### src/rtl/blk_topk_sel.sv
// Top-K block selector: keeps the K best-scoring block indices in a sorted
// slot array while scores stream in, then drains them into the index RAM.
module blk_topk_sel #(
   parameter int K_MAX   = 16,
   parameter int SCORE_W = 32,
   parameter int IDX_W   = 16
) (
   input  logic               clk,
   input  logic               rstn,
   input  logic               start,
   input  logic [IDX_W-1:0]   k_sel,
   input  logic [IDX_W-1:0]   n_blocks,
   input  logic [IDX_W-1:0]   wr_base,
   input  logic               score_valid,
   output logic               score_ready,
   input  logic [SCORE_W-1:0] score_data,
   output logic               idx_wen,
   output logic [IDX_W-1:0]   idx_waddr,
   output logic [IDX_W-1:0]   idx_wdata,
   output logic [IDX_W-1:0]   sel_count,
   output logic               busy,
   output logic               done
);

   localparam int PW = $clog2(K_MAX + 1);

   typedef enum logic [1:0] {
      IDLE    = 2'd0,
      COLLECT = 2'd1,
      DRAIN   = 2'd2,
      DONE    = 2'd3
   } state_t;

   state_t                     state_r;
   logic [PW-1:0]              k_eff_r;
   logic [PW-1:0]              len_r;
   logic [PW-1:0]              drain_cnt_r;
   logic [IDX_W-1:0]           n_blk_r;
   logic [IDX_W-1:0]           base_r;
   logic [IDX_W-1:0]           blk_cnt_r;

   logic signed [SCORE_W-1:0]  slot_score_r [K_MAX];
   logic [IDX_W-1:0]           slot_idx_r   [K_MAX];
   logic [K_MAX-1:0]           slot_vld_r;

   logic signed [SCORE_W-1:0]  new_score_s;
   logic [K_MAX-1:0]           ge_s;
   logic [K_MAX-1:0]           prev_ge_s;
   logic signed [SCORE_W-1:0]  up_score_s [K_MAX];
   logic [IDX_W-1:0]           up_idx_s   [K_MAX];
   logic [K_MAX-1:0]           up_vld_s;

   logic signed [SCORE_W-1:0]  ins_score_s [K_MAX];
   logic [IDX_W-1:0]           ins_idx_s   [K_MAX];
   logic [K_MAX-1:0]           ins_vld_s;

   logic [PW-1:0]              k_eff_s;
   logic [PW-1:0]              len_s;
   logic [PW-1:0]              drain_nxt_s;
   logic [IDX_W-1:0]           rd_idx_s;
   logic                       accept_s;
   logic                       last_s;

   // Operation parameters derived from the start-time inputs and handshake.
   always_comb begin
      k_eff_s     = (k_sel > IDX_W'(K_MAX)) ? PW'(K_MAX) : PW'(k_sel);
      len_s       = (n_blocks < IDX_W'(k_eff_s)) ? PW'(n_blocks) : k_eff_s;
      accept_s    = (state_r == COLLECT) && score_valid && score_ready;
      last_s      = accept_s && ((blk_cnt_r + IDX_W'(1)) == n_blk_r);
      new_score_s = $signed(score_data);
      drain_nxt_s = drain_cnt_r + PW'(1);
   end

   // Per-slot rank compare and the one-position-down view of the array.
   // Valid slots form a sorted prefix, so ge_s is itself a prefix mask and
   // its length is the insertion position; >= keeps earlier indices ahead on ties.
   always_comb begin
      prev_ge_s     = '0;
      prev_ge_s[0]  = 1'b1;
      up_vld_s      = '0;
      up_score_s[0] = '0;
      up_idx_s[0]   = '0;
      for (int i = 0; i < K_MAX; i++) begin
         ge_s[i] = slot_vld_r[i] && (slot_score_r[i] >= new_score_s);
      end
      for (int i = 1; i < K_MAX; i++) begin
         prev_ge_s[i]  = ge_s[i-1];
         up_score_s[i] = slot_score_r[i-1];
         up_idx_s[i]   = slot_idx_r[i-1];
         up_vld_s[i]   = slot_vld_r[i-1];
      end
   end

   // Array contents after inserting the incoming score (keep / insert / shift).
   always_comb begin
      ins_vld_s = slot_vld_r;
      for (int i = 0; i < K_MAX; i++) begin
         ins_score_s[i] = slot_score_r[i];
         ins_idx_s[i]   = slot_idx_r[i];
         if (PW'(i) >= k_eff_r) begin
            ins_vld_s[i] = slot_vld_r[i];
         end else if (ge_s[i]) begin
            ins_vld_s[i] = slot_vld_r[i];
         end else if (prev_ge_s[i]) begin
            ins_score_s[i] = new_score_s;
            ins_idx_s[i]   = blk_cnt_r;
            ins_vld_s[i]   = 1'b1;
         end else begin
            ins_score_s[i] = up_score_s[i];
            ins_idx_s[i]   = up_idx_s[i];
            ins_vld_s[i]   = up_vld_s[i];
         end
      end
   end

   // Read mux for the next slot to be drained.
   always_comb begin
      rd_idx_s = '0;
      for (int i = 0; i < K_MAX; i++) begin
         rd_idx_s = (drain_nxt_s == PW'(i)) ? slot_idx_r[i] : rd_idx_s;
      end
   end

   // Control FSM, slot array and registered outputs.
   always_ff @(posedge clk or negedge rstn) begin
      if (!rstn) begin
         state_r     <= IDLE;
         k_eff_r     <= '0;
         len_r       <= '0;
         drain_cnt_r <= '0;
         n_blk_r     <= '0;
         base_r      <= '0;
         blk_cnt_r   <= '0;
         slot_vld_r  <= '0;
         for (int i = 0; i < K_MAX; i++) begin
            slot_score_r[i] <= '0;
            slot_idx_r[i]   <= '0;
         end
         score_ready <= 1'b0;
         idx_wen     <= 1'b0;
         idx_waddr   <= '0;
         idx_wdata   <= '0;
         sel_count   <= '0;
         busy        <= 1'b0;
         done        <= 1'b0;
      end else begin
         case (state_r)
            IDLE: begin
               done <= 1'b0;
               if (start) begin
                  k_eff_r    <= k_eff_s;
                  len_r      <= len_s;
                  n_blk_r    <= n_blocks;
                  base_r     <= wr_base;
                  blk_cnt_r  <= '0;
                  slot_vld_r <= '0;
                  sel_count  <= '0;
                  if ((k_eff_s == PW'(0)) || (n_blocks == IDX_W'(0))) begin
                     state_r <= DONE;
                     done    <= 1'b1;
                  end else begin
                     state_r     <= COLLECT;
                     busy        <= 1'b1;
                     score_ready <= 1'b1;
                  end
               end
            end
            COLLECT: begin
               if (accept_s) begin
                  slot_score_r <= ins_score_s;
                  slot_idx_r   <= ins_idx_s;
                  slot_vld_r   <= ins_vld_s;
                  blk_cnt_r    <= blk_cnt_r + IDX_W'(1);
               end
               // First write is launched from the post-insert view so the
               // final score can still claim slot 0.
               if (last_s) begin
                  state_r     <= DRAIN;
                  score_ready <= 1'b0;
                  idx_wen     <= 1'b1;
                  idx_waddr   <= base_r;
                  idx_wdata   <= ins_idx_s[0];
                  drain_cnt_r <= '0;
               end
            end
            DRAIN: begin
               if (drain_nxt_s < len_r) begin
                  idx_waddr   <= base_r + IDX_W'(drain_nxt_s);
                  idx_wdata   <= rd_idx_s;
                  drain_cnt_r <= drain_nxt_s;
               end else begin
                  idx_wen   <= 1'b0;
                  state_r   <= DONE;
                  busy      <= 1'b0;
                  done      <= 1'b1;
                  sel_count <= IDX_W'(len_r);
               end
            end
            DONE: begin
               done    <= 1'b0;
               state_r <= IDLE;
            end
            default: begin
               state_r     <= IDLE;
               score_ready <= 1'b0;
               idx_wen     <= 1'b0;
               busy        <= 1'b0;
               done        <= 1'b0;
            end
         endcase
      end
   end

endmodule

### config.mk
export PLATFORM = sky130hd
export DESIGN_NAME = blk_topk_sel
export DESIGN_NICKNAME = d
export VERILOG_FILES = /design/src/rtl/blk_topk_sel.sv
export SDC_FILE = /design/constraint.sdc
export NUM_CORES = 2
export LEC_CHECK = 0
export ABC_AREA = 1
export CORE_MARGIN = 5
export CORE_UTILIZATION = 63
export DETAILED_ROUTE_END_ITERATION = 12
export GPL_TIMING_DRIVEN = 0
export PLACE_DENSITY = 0.83
export SETUP_SLACK_MARGIN = 0.5
export SYNTH_ARGS = -nofsm -noshare
export SYNTH_HDL_FRONTEND = slang
export SYNTH_SLANG_ARGS = --single-unit
### constraint.sdc
create_clock -name clk -period 4.02 [get_ports clk]
set_input_delay 0.603 -clock clk [delete_from_list [all_inputs] [get_ports clk]]
set_output_delay 0.603 -clock clk [all_outputs]
set_load 0.02 [all_outputs]
* Word-level counts from Yosys, hierarchy flattened
Cells that the tools add are included.
** Word-level totals
- Bits in read-only memories :: 0
- Bits in writable memories :: 0
- Latch bits :: 0
- Memories kept :: 0
- Flip-flop bits (word level) :: 901
- Output and inout port bits :: 52
- Word-level logic and storage cells :: 389
- Bits of input ports :: 84
** Operators by class
- Shift operators :: 0
- Reduce and logical (&&, ||, !) cells :: 70
- $lt $le $gt $ge :: 35
- Equal/unequal tests :: 57
- Mux-type cells :: 130
- Bitwise gates (word level) :: 32
- Multipliers :: 0
- Div/mod/pow operators :: 0
- $add $sub $neg :: 3
** Operator list (count)
- $mux 16 :: 41
- $ge 32x32->1 :: 16
- $mux 32 :: 15
- $pmux 16 s2 :: 5
- $reduce_and 5->1 :: 16
- $ne 2x2->1 const B :: 38
- $reduce_and 4->1 :: 18
- $mux 1 :: 55
- $eq 5x4->1 const B :: 8
- $ge 4x5->1 const A :: 8
- $not 1->1 :: 32
- $eq 5x3->1 const B :: 4
- $ge 3x5->1 const A :: 4
- $mux 5 :: 4
- $logic_and 1x1->1 :: 19
- $add 16x1->16 const B :: 1
- $add 16x5->16 :: 1
- $eq 16x16->1 :: 1
- $gt 16x5->1 const B :: 1
- $logic_not 16->1 :: 1
- $lt 16x5->1 :: 1
- $reduce_and 3->1 :: 5
- $eq 5x2->1 const B :: 2
- $ge 1x5->1 const A :: 2
- 17 further kinds :: 29

* Longest topological paths before layout
- Depth in word-level cells :: 20
- Mapped depth :: 26
- Depth with buffers taken out :: 26

* Worst setup path after synthesis
OpenSTA, ideal clock, no wires.
- Kind :: input-to-reg
- Start :: input port score_data[17]
- End :: register slot_score_r[384] (netlist name)
- Required time :: 3.890 ns
- Arrival time :: 3.605 ns
- Path slack :: 0.285 ns
- Cell stages on the path :: 16
- Setup time :: 0.130 ns
- Buffers on the path :: 3
- Cell sequence :: inv_1 clkbuf_1 ha_1 a21oi_1 o21ai_0 nand2_1 a31oi_1 a2111oi_0 nand2_1 xnor2_1 o21ai_1 clkbuf_1 buf_1 nand2_1 o211ai_1 o21ai_0
** Between the ends
- Word-level cells in the longest chain between the ends :: 4
- Elaborated cells between the ends (all ways) :: 7
- Those cells by class :: order compare: 2; mux: 1; bitwise: 1; reduce/logical: 3
** Ends and longest elaborated chain
- start, declared :: line 16 : input logic [SCORE_W-1:0] score_data,
- $ge 32x32->1 :: line 84 : ge_s[i] = slot_vld_r[i] && (slot_score_r[i] >= new_score_s);
- $logic_and 1x1->1 :: line 84
- $not 1->1 (no source line)
- $reduce_and 4->1 (no source line)
- end signal, assigned :: line 170 : slot_score_r <= ins_score_s;
- end, declared :: line 42 : logic signed [SCORE_W-1:0] slot_score_r [K_MAX];
Several ways; a longest one is shown, not always the timed one.
A chain may end at the register's enable or synchronous reset.

* Worst setup path in the final report
- Start :: input port score_data[5]
- End :: register slot_score_r[472] (netlist name)
The elaborated chain is that of the path after synthesis.

==> reports/qor.txt <==
status: complete, no violations
Die Y: 308.9 µm
Clock Path Buffers: 3
Crit. Startpoint: score_data[5]
synth unique cells: 63
design area: 65270 µm²
placed cell count: 8435
WL final: 209000 µm
Core Util, Final: 0.7374
clk_lat worst skew: 0.69 ns
worst slew pin tran: 1.229 ns
worst hold path type: primary input to register
first-pass GRT wire length: 313500 µm
R2R Path End: idx_wdata[12]
Synth top area share: 0.3956
Routed wire per std cell: 24.04 µm
initial drt markers: 7980
Die W: 308.9 µm
# setup viols final: 0
Clock transition at path regs: 0.06 ns
Via density: 6.569
FFs w/ async S/R, synth: 1.000
Yosys Warn Count: 0
root buffer cell: clkbuf_16
FILL cells: 6835
number of synthesized flops with an enable pin: 0
Mapped Area: 56300 µm²
final number of max-transition violations: 0
Post-Route Setup TNS: 0 ns
Cells on Worst Hold Path: 3
Max FO, Critical Path: 25
gr ovfl total: 0
largest cells by area after synthesis: dfrtp_1 (40%), nand2_1 (14%), ha_1 (12%), o21ai_0 (8.3%), o211ai_1 (5.3%)
CTS H-tree lvls: 3
Layout Nets: 8082
routability congestion estimate: 1.059
flop-to-flop setup slack: 0.53 ns
Fin Clk Skew: 0.02619 ns
Critical R2R Launch: k_eff_r[4]
die area: 95440 µm²
Slew headroom: 0.1807
IO Pins: 136
largest area contributor in the netlist: dfrtp_1
# port buffers: 124
detailed-route DRC error count: 0
FMAX: 0.2764 GHz
clock sink count: 890
number of buffers created by CTS: 98
area delta synth->final: 15.93%
Period minus WS final: 3.617 ns
TritonRoute pass-1 iters: 8
Startpoint Class: primary input
WP data required: 4.65 ns
Avg Cell Area, Syn: 7.899 µm²
Multi-input gate area: 31520 µm²
largest net degree at the start of global routing: 115
crit-path max cell delay: 0.33 ns
Power, Total: 49.08 mW
Detail Placement HPWL: 154900 µm
Slowest-stage cell, CP: clkdlybuf4s15_2
Cell Chain, Critical Path: clkdlybuf4s15_2 -> inv_4 -> buf_8 -> ha_1 -> a21oi_1 -> o21ai_0 -> a21oi_2 -> o221ai_4 -> nand2_1 -> nand2_1 -> xor2_2 -> o41ai_4 -> nand2_2 -> nand2_1 -> nor2_4 -> buf_6 -> clkbuf_4 -> o21a_1
Finished Layout Cells: 8695
final hold viol count: 0
hold_ws: 0.2352 ns
Worst R2R Path Depth: 14
Post-Place Worst Slack: -2.624 ns
ratio of cells with drive above 1 in the final layout: 0.1047
Cell Rows: 109
HP Start: score_data[28]
ys flop type: dfrtp_1
CTS tree: done
register area: 22280 µm²
register area share after synthesis: 0.3956
setup ws final: 0.4025 ns
Initial Util: 0.6361
final antenna-violating net count: 0
Tcrit/Tclk final: 0.8999
max-cap violations: 0
overall routing resource usage: 0.4230
DP Area: 59330 µm²
vias in the first global route: 54423
Core Box Area: 88510 µm²
antenna violations before repair: 2
Hold Path End: slot_score_r[92]
CP arrival: 4.25 ns
crit end category: register
Max VDD drop: 483.4 µV
Pwr Density: 752.0 nW/µm²
Vias: 57115
RSZ-0062 raised after global routing: true
flops & latches, synth: 890
cell count after synthesis: 7127
leakage: 30.77 nW
CP most frequent cell: nand2_1
kind of critical path: primary input to register
==> cells by family (layout without fill, tap and decap cells) <==
| group | Yosys count | after routing | share of synthesized area |
|---|---|---|---|
| AND/OR/NAND/NOR | 2600 | 2600 | 0.1852 |
| XOR/XNOR | 40 | 40 | 0.006223 |
| flip-flops | 890 | 890 | 0.3956 |
| other | 1 | 12 | 0.00006661 |
| AO/OA/AOI/OAI | 2185 | 2185 | 0.2319 |
| buffers and inverters | 873 | 1265 | 0.06136 |
| adder cells (fa/ha/maj) | 537 | 537 | 0.1195 |
| multiplexers | 1 | 1 | 0.0002000 |
==> timing repair <==
action                     in CTS  in global routing
gates cloned                    0                  3
setup endpoints to repair     818                833
hold endpoints to repair       61                  0
resized for setup             519                414
pin swaps                      14                 36
hold buffers                    1                  0
buffers inserted               40                 47
==> critical path: cells and delay by family <==
kind,cells,cell delay (ns)
buf+inv,5,1.24
compound gates,6,1.03
simple gates,5,0.82
fa+ha+maj,1,0.30
xor+xnor,1,0.19
==> Yosys cell counts, drive strengths merged (13+ instances only) <==
cell	number
nand2	2091
o21ai	942
dfrtp	890
ha	536
a21oi	421
inv	401
o211ai	400
clkbuf	354
o21a	279
nand3	214
nor2	154
buf	114
nand4	61
a2bb2oi	36
nor4	34
nor3	30
xor2	27
a31oi	20
o22ai	18
xnor2	13
==> cell type report <==
cell class	instances	area share
Sequential cell	890	0.3413
Inverter	405	0.02504
Multi-Input combinational cell	5374	0.4829
Tap cell	1165	0.02233
Timing Repair Buffer	224	0.03443
Clock inverter	19	0.004486
Antenna cell	1	0.00003834
Buffer	468	0.04495
Clock buffer	149	0.04453
==> cell usage in the layout (no fill, tap or decap), types with 14 or more instances in the layout <==
cell / synthesis / layout
a21oi_1: 419 / 417
a2bb2oi_1: 36 / 36
a31oi_1: 20 / 18
buf_12: 0 / 14
buf_2: 69 / 48
buf_4: 17 / 128
buf_6: 3 / 22
clkbuf_1: 354 / 176
clkbuf_16: 0 / 105
clkbuf_2: 0 / 128
clkbuf_4: 0 / 54
clkbuf_8: 0 / 36
clkdlybuf4s50_1: 0 / 91
clkinvlp_4: 0 / 23
dfrtp_1: 890 / 885
ha_1: 536 / 523
inv_1: 397 / 359
nand2_1: 2088 / 2066
nand2_4: 1 / 15
nand3_1: 213 / 206
nand4_1: 61 / 61
nor2_1: 150 / 122
nor2_2: 3 / 17
nor2_4: 1 / 15
nor3_1: 26 / 20
nor4_1: 33 / 17
o211ai_1: 400 / 400
o21a_1: 279 / 279
o21ai_0: 936 / 912
o21ai_1: 5 / 16
o22ai_1: 18 / 18
xor2_1: 27 / 25
==> state kept, by name (all words and copies together) (netlist names), 16 cells and up <==
signal and cells:
blk_cnt_r 16, base_r 16, slot_idx_r 256, n_blk_r 16, slot_vld_r 16, idx_waddr 16, idx_wdata 16, slot_score_r 512
==> layer usage <==
layer,track usage,part of all wire,vias to the layer above,routed length (µm)
li1,-,-,25257,-
met1,0.5488,0.37,27265,78360
met2,0.6223,0.42,3698,88070
met3,0.09352,0.11,893,22640
met4,0.3198,0.095,2,19940
met5,0,0.000038,-,8
==> how the worst max path moves through the flow <==
stage / endpoint / slack [ns] / cells past startpoint
after floorplan: slot_score_r[288] / 0.50 / 16
after global placement: idx_waddr[12] / -38.17 / 1
after detailed placement: slot_idx_r[244] / -2.62 / 18
after CTS: slot_idx_r[88] / 0.42 / 20
after global routing: idx_waddr[15] / 0.40 / 19
final: slot_score_r[472] / 0.40 / 18
==> power by group <==
part	switching, mW	total (mW)	internal (mW)
clock network	3.90	9.29	5.39
logic	14.6	23.2	8.61
registers	3.52	16.6	13.1
No activity file was read; power rests on OpenSTA's default activity.
